**src/rtl/mem_pkg.sv**
```systemverilog
// Shared types, constants and the read/write arbitration rule for the
// memory controller slice.
package mem_pkg;

    localparam int DATA_WIDTH = 16;

    typedef enum logic [1:0] {
        IDLE,
        RD_DATA,
        TURN
    } mem_state_t;

    typedef enum logic {
        GRANT_READ,
        GRANT_WRITE
    } grant_t;

    // A lone request always wins. A contested cycle goes to the type that
    // did not win the previous contest, so neither channel can starve.
    function automatic grant_t pick_grant(input logic i_rd, input logic i_wr,
                                          input grant_t i_last);
        if (i_rd && i_wr) begin
            return (i_last == GRANT_WRITE) ? GRANT_READ : GRANT_WRITE;
        end
        return i_rd ? GRANT_READ : GRANT_WRITE;
    endfunction

endpackage

```
**src/rtl/sp_ram.sv**
```systemverilog
// Single-port synchronous RAM. The address is registered, so read data
// appears in the cycle after the address is presented.
module sp_ram
    import mem_pkg::*;
#(
    parameter int DEPTH  = 256,
    parameter int ADDR_W = $clog2(DEPTH)
) (
    input  logic                  clk,
    input  logic                  we,
    input  logic [ADDR_W-1:0]     addr,
    input  logic [DATA_WIDTH-1:0] din,
    output logic [DATA_WIDTH-1:0] dout
);

    logic [DATA_WIDTH-1:0] r_mem [DEPTH];
    logic [ADDR_W-1:0]     r_addr;

    // NOTE: the storage array has no reset. Clearing it would turn the array
    // into plain flops and defeat RAM inference, and its contents must
    // survive a controller reset anyway.
    always_ff @(posedge clk) begin
        if (we) begin
            r_mem[addr] <= din;
        end
        r_addr <= addr;
    end

    assign dout = r_mem[r_addr];

endmodule

```
**src/rtl/memory_controller.sv**
```systemverilog
// Serves one read channel and one write channel from a single-port RAM:
// arbitrates, performs the access, and returns a one-cycle ready pulse.
module memory_controller
    import mem_pkg::*;
#(
    parameter int DEPTH      = 256,
    parameter int ADDR_WIDTH = 16
) (
    input  logic                  clk,
    input  logic                  reset,
    input  logic                  read,
    input  logic [ADDR_WIDTH-1:0] read_address,
    output logic                  read_ready,
    output logic [DATA_WIDTH-1:0] read_value,
    input  logic                  write,
    input  logic [ADDR_WIDTH-1:0] write_address,
    input  logic [DATA_WIDTH-1:0] write_value,
    output logic                  write_ready
);

    localparam int                  RAM_AW   = $clog2(DEPTH);
    localparam logic [ADDR_WIDTH:0] LP_DEPTH = (ADDR_WIDTH + 1)'(DEPTH);

    mem_state_t            r_state;
    mem_state_t            w_next_state;
    grant_t                r_last_grant;
    grant_t                w_next_last_grant;
    grant_t                w_grant;
    logic                  w_accept_rd;
    logic                  w_accept_wr;
    logic                  w_rd_in_range;
    logic                  w_wr_in_range;
    logic                  w_ram_we;
    logic [RAM_AW-1:0]     w_ram_addr;
    logic [DATA_WIDTH-1:0] w_ram_dout;
    logic                  r_read_ready;
    logic                  r_write_ready;
    logic                  r_rd_oob;
    logic [DATA_WIDTH-1:0] r_read_value;

    assign w_rd_in_range = ({1'b0, read_address} < LP_DEPTH);
    assign w_wr_in_range = ({1'b0, write_address} < LP_DEPTH);
    assign w_grant       = pick_grant(read, write, r_last_grant);

    // NOTE: every signal gets a default before the case so no path leaves
    // one unassigned, which would otherwise infer a latch.
    always_comb begin
        w_next_state      = r_state;
        w_next_last_grant = r_last_grant;
        w_accept_rd       = 1'b0;
        w_accept_wr       = 1'b0;
        case (r_state)
            IDLE: begin
                if (read || write) begin
                    if (w_grant == GRANT_WRITE) begin
                        w_accept_wr  = 1'b1;
                        w_next_state = TURN;
                    end else begin
                        w_accept_rd  = 1'b1;
                        w_next_state = RD_DATA;
                    end
                    if (read && write) begin
                        w_next_last_grant = w_grant;
                    end
                end
            end
            RD_DATA: w_next_state = TURN;
            TURN:    w_next_state = IDLE;
            default: w_next_state = IDLE;
        endcase
    end

    // Out-of-range writes still take the TURN slot and get acknowledged.
    assign w_ram_we   = w_accept_wr && w_wr_in_range && !reset;
    assign w_ram_addr = w_accept_wr ? write_address[RAM_AW-1:0]
                                    : read_address[RAM_AW-1:0];

    sp_ram #(
        .DEPTH (DEPTH),
        .ADDR_W(RAM_AW)
    ) u_ram (
        .clk (clk),
        .we  (w_ram_we),
        .addr(w_ram_addr),
        .din (write_value),
        .dout(w_ram_dout)
    );

    // NOTE: sequential state uses non-blocking assignments so every register
    // samples the pre-edge values regardless of statement order.
    always_ff @(posedge clk) begin
        if (reset) begin
            r_state      <= IDLE;
            r_last_grant <= GRANT_WRITE;
        end else begin
            r_state      <= w_next_state;
            r_last_grant <= w_next_last_grant;
        end
    end

    always_ff @(posedge clk) begin
        if (reset) begin
            r_read_ready  <= 1'b0;
            r_write_ready <= 1'b0;
            r_rd_oob      <= 1'b0;
            r_read_value  <= '0;
        end else begin
            r_write_ready <= w_accept_wr;
            r_read_ready  <= (r_state == RD_DATA);
            if (w_accept_rd) begin
                r_rd_oob <= !w_rd_in_range;
            end
            if (r_state == RD_DATA) begin
                r_read_value <= r_rd_oob ? '0 : w_ram_dout;
            end
        end
    end

    assign read_ready  = r_read_ready;
    assign write_ready = r_write_ready;
    assign read_value  = r_read_value;

endmodule

```
**config.mk**
```make
export PLATFORM = sky130hd
export DESIGN_NAME = memory_controller
export DESIGN_NICKNAME = d
export VERILOG_FILES = /design/src/rtl/mem_pkg.sv /design/src/rtl/sp_ram.sv /design/src/rtl/memory_controller.sv
export SDC_FILE = /design/constraint.sdc
export NUM_CORES = 2
export LEC_CHECK = 0
export ABC_CLOCK_PERIOD_IN_PS = 3900
export CELL_PAD_IN_SITES_DETAIL_PLACEMENT = 1
export CELL_PAD_IN_SITES_GLOBAL_PLACEMENT = 2
export CORE_ASPECT_RATIO = 0.5
export CORE_UTILIZATION = 30
export CTS_BUF_LIST = sky130_fd_sc_hd__clkbuf_4 sky130_fd_sc_hd__clkbuf_8
export DETAILED_ROUTE_END_ITERATION = 10
export GPL_TIMING_DRIVEN = 0
export PLACE_DENSITY_LB_ADDON = 0.1
export SLEW_MARGIN = 20
export SYNTH_ARGS = -nofsm -noshare
export SYNTH_HDL_FRONTEND = slang
export SYNTH_SLANG_ARGS = --single-unit
```
**constraint.sdc**
```tcl
create_clock -name clk -period 3.9 [get_ports clk]
set_clock_uncertainty 0.1 [all_clocks]
set_input_delay 0.78 -clock clk [delete_from_list [all_inputs] [get_ports clk]]
set_output_delay 0.78 -clock clk [all_outputs]
set_load 0.05 [all_outputs]
```
# [After elaboration in Yosys (flattened, before gate mapping)]
# Memory sizes are Yosys's and may differ from the RTL's. A register that Yosys moved wholly into a read port is not among the register bits.
# Cells that the tools add are included.
[totals] register_bits=22 latchBits=0 mem_bits_rw=4096 romBits=0 output_inout_bits=18 wordCells=37 memories=1
[op_classes] addsub=0 n_mul=0 n_div=0 magnitude_cmp=2 n_eq_ne=2 shift=0 mux=18 bitwise_logic=0 n_reduce_logical=8
[memory_table] name="u_ram.r_mem" depth=256 width=16 read_ports=1 rd_ports_with_merged_regs=1 wr=1 line_no="sp_ram.sv:16" source="logic [DATA_WIDTH-1:0] r_mem [DEPTH];"
[ops] op="$lt A16 B9 Y1 const B" n=2
[ops] op="$mux W16" n=1
[ops] op="$mux W1" n=13
[ops] op="$mux W8" n=1
[ops] op="$mux W2" n=2
[ops] op="$pmux W2 S2" n=1
[ops] op="$logic_and A1 B1 Y1" n=3
[ops] op="$reduce_and A3 Y1" n=1
[ops] op="$eq A2 B1 Y1 const B" n=1
[ops] op="$logic_not A1 Y1" n=2
[ops] op="$logic_not A2 Y1" n=1
[ops] op="$ne A2 B2 Y1 const B" n=1
[ops] op="$logic_or A1 B1 Y1" n=1

# [Depth between registers and ports, before layout]
[depth] word_depth=10 ltp_mapped=13 ltp_nobuf=8

# [Cells and area by module]
# From an unflattened synthesis, not the netlist that was laid out.
[hier_totals] cells_unflattened=7427 hier_area_um2=159425.4
[modules_own_cells] module="sp_ram" instances=1 cells_per_inst=7352 area_per_inst_um2=158554.6 seq_area_each_um2=123158.1
[modules_own_cells] module="memory_controller" instances=1 cells_per_inst=75 area_per_inst_um2=870.8 seq_area_each_um2=440.4

# [Least setup slack after synthesis]
# OpenSTA, ideal clock, no wires.
[synth_path] path_kind="input to register" startpoint="input port read" endpoint="memory u_ram.r_mem[188][0], enable pin" arrival_ps=2926 t_required_ps=3412 slack_ps=485 cell_stages=9 path_cell_list="nand2_1 -> nand3_1 -> buf_2 -> mux2i_1 -> inv_1 -> nor2_1 -> nand3_1 -> clkbuf_1 -> nor2_1"
[synth_rtl] item="from (decl)" line_no="memory_controller.sv:11" source="input logic read,"
[synth_rtl] item="$logic_and A1 B1 Y1" line_no="mem_pkg.sv:22" source="if (i_rd && i_wr) begin"
[synth_rtl] item="$mux W1" line_no="mem_pkg.sv:22"
[synth_rtl] item="$mux W1" line_no="mem_pkg.sv:25" source="return i_rd ? GRANT_READ : GRANT_WRITE;"
[synth_rtl] item="$mux W1" line_no="memory_controller.sv:55" source="if (w_grant == GRANT_WRITE) begin"
[synth_rtl] item="$mux W1 *" line_no="memory_controller.sv:54" source="if (read || write) begin"
[synth_rtl] item="$mux W1 *" line_no="memory_controller.sv:52" source="case (r_state)"
[synth_rtl] item="$mux W8 *" line_no="memory_controller.sv:75" source="assign w_ram_addr = w_accept_wr ? write_address[RAM_AW-1:0]"
[synth_rtl] item="net u_ram.addr[1]" line_no="sp_ram.sv:11" source="input logic [ADDR_W-1:0] addr,"
[synth_rtl] item="to (decl)" line_no="sp_ram.sv:16"
# The timed path passes the listed nets; every way through them passes the cells marked *.

==> results.md <==
- Status: finished with violations
- Failing checks: setup timing
- Final period utilization: 108%
- Root cell of the clock tree: clkbuf_8
- Syn_nets: 7391
- GRT Total Usage: 30.7%
- Via Count: 95600
- Synthesis-to-layout area growth: 25.5%
- WP data arrival: 5.37 ns
- CTS tree: done
- WL/cell: 51.3 um
- Clock Sinks: 4126
- IO buf count: 69
- CTS Buf Count: 643
- Worst Path Required: 5.04 ns
- Hold Crit Class: in -> reg
- Syn Std Cell Area: 159000 sq um
- Area contributors post-synth: edfxtp_1 78%, mux4_2 12%, mux2i_1 2.4%, a22oi_1 0.84%, nor2_1 0.78%
- R2r setup slk: -0.32 ns
- Worst setup margin: -0.325 ns
- Cell Area, Placed: 178000 sq um
- Post-route DRC: 0
- Layout cells sized above 1: 37.8%
- Fin. Hold Viols: 0
- Syn avg cell area: 21.6 sq um
- ANT nets after route: 0
- Crit path max fanout: 10
- Initial antenna violation count: 117
- Final WL: 835000 um
- Critical Path End Type: flip-flop
- Flops & latches, synth: 4126
- Power Total: 100 mW
- Post-DP HPWL: 562000 um
- Vias in the first global route: 89900
- GPL Wtd Cong: 0.958
- Tightest Pin Transition: 1.46 ns
- Startpoint Class: flip-flop
- Leakage: 62.6 nW
- Router iterations before antenna repair: 6
- Count leader, synth: edfxtp_1
- Initial core utilization: 30.2%
- Primary FF master, synth: edfxtp_1
- # rows: 188
- Area of the core: 525000 sq um
- Fin crit period: 4.22 ns
- Worst-Skew Late Latency: 1.41 ns
- Yosys top cell area share: 77.6%
- Fmax: 237 MHz
- Final setup violation count: 15
- Final #Nets: 8785
- Unique masters post-synth: 80
- RSZ-0062 raised after global routing: yes
- Pwr per Cell Area: 503 nW/um^2
- Kind of critical path: reg -> reg
- Worst slew margin: 2.11%
- Die Ht: 516 um
- Post-synth top cells: 4096 x edfxtp_1, 852 x mux4_2, 376 x mux2i_1
- Initial DRC Count: 16600
- Mapped Cells: 7339
- Max-slew violations: 0
- Cell taking the most area after synthesis: edfxtp_1
- YS warnings: 0
- Post-synth EDFFs: 4096
- H-tree depth: 6
- CTS clock-pin slew for the worst setup and hold paths: 0.07 ns
- Design area: 199000 sq um
- Detail-routed via count per cell: 5.87
- Maxcap violations: 0
- Die area: 532000 sq um
- First-pass GRT wire length: 1040000 um
- VDD IR max: 0.406 mV
- GR Overflow Total: 0
- FFs w/ async S/R, synth: 0%
- DIE WIDTH: 1030 um
- Seq/Total Area, Yosys: 77.9%
- IO Pins: 70
- Clock buffer depth: 4
- Largest net degree at the start of global routing: 117
-- kinds of logic after synthesis --
| logic type | after synthesis | share of synthesized area [%] |
|---|---|---|
| muxes | 1241 | 14.6 |
| buffers and inverters | 445 | 1.83 |
| DFF | 4126 | 77.9 |
| AOI/OAI and AO/OA | 782 | 3.58 |
| and+or+nand+nor | 744 | 2.07 |
| xor gates and xnor gates | 1 | 0.00552 |
-- layer usage --
| layer | wire (um) | GRT usage [%] | vias to the layer above |
|---|---|---|---|
| met2 | 348000 | 43.5 | 6161 |
| met4 | 41400 | 13.3 | 16 |
| met1 | 356000 | 44.0 | 54100 |
| met3 | 89600 | 8.59 | 1256 |
| met5 | 113 | 0 | - |
| li1 | - | - | 34100 |
-- flip-flops by register name, indices dropped and copies added (netlist names), named ones only --
register	flops
r_state	2
r_last_grant	1
read_value	16
r_rd_oob	1
read_ready	1
write_ready	1
u_ram.r_mem	4096
-- worst max-delay path: stages (launching register included) --
cell      delay [ns]
dfxtp_1         0.37
buf_6           0.21
buf_6           0.23
buf_6           0.25
nor2b_2         0.40
buf_6           0.35
a22oi_1         0.17
a31oi_4         0.36
a21oi_1         0.20
o221ai_1        0.30
o211ai_1        0.66
a22o_1          0.43
-- area by class of cell --
class | instances | area, sq um
clock buffer | 909 | 11000
timing repair buffer | 756 | 12600
tap | 7030 | 8800
inverter | 13 | 55.1
buffer | 425 | 5790
multi-input combinational | 2768 | 35800
sequential | 4126 | 124000
antenna | 43 | 108
fill | 50200 | 326000
clock inverter | 213 | 1180
-- through the flow --
step                      std cells  setup slack [ns]  setup TNS, ns  hold slack, ns  util, %
after floorplan                7339             0.485              0           0.325        -
after global placement        14400             -8.50              -           0.347     32.0
after detailed placement      14800             -2.81       -8902.10           0.371     33.9
after CTS                     16100            -0.205         -29.05          0.0666     37.5
after global routing          16200           -0.0554         -0.834           0.116     37.9
final                         16300            -0.325          -2.29           0.147     37.9
-- report_power, final --
part           internal (mW)  total (mW)  switching [mW]
registers               48.7        48.8          0.0635
clock network           18.5        37.3            18.8
logic                   4.13        14.0            9.91
total                   71.4         100            28.7
-- path summary, 6_finish.rpt --
kind | startpoint | to | cells after the start
hold reg to reg | r_rd_oob | r_rd_oob | 2
setup / recovery | flip-flop | read_value[14] | 11
setup reg to reg | flip-flop | read_value[14] | 11
hold / removal | write_value[14] | u_ram.r_mem[168][14] | 2
-- what timing repair did --
| action | in CTS | in global routing |
|---|---|---|
| setup endpoints to repair | 4112 | 1584 |
| hold endpoints to repair | 1121 | 0 |
| buffers inserted | 194 | 128 |
| gates resized for setup | 871 | 177 |
| pin swaps | 113 | 53 |
| hold buffers | 19 | 0 |
| cloned | 0 | 0 |
-- cells in the final DEF, fill, tap and decap left out, drive strengths merged, types with 17 or more instances in the layout --
master,instances
a2111oi,21
a211oi,34
a21oi,101
a221oi,47
a22o,39
a22oi,178
a31oi,20
buf,988
clkbuf,1030
clkdlybuf4s50,53
clkinv,172
dfxtp,30
diode,43
dlygate4sd3,19
edfxtp,4096
inv,35
mux2i,376
mux4,853
nand2,180
nand2b,17
nand3,91
nor2,330
nor3,28
nor4,17
o21ai,48
o221ai,69
o22ai,125
(Power assumes the default switching activity.)
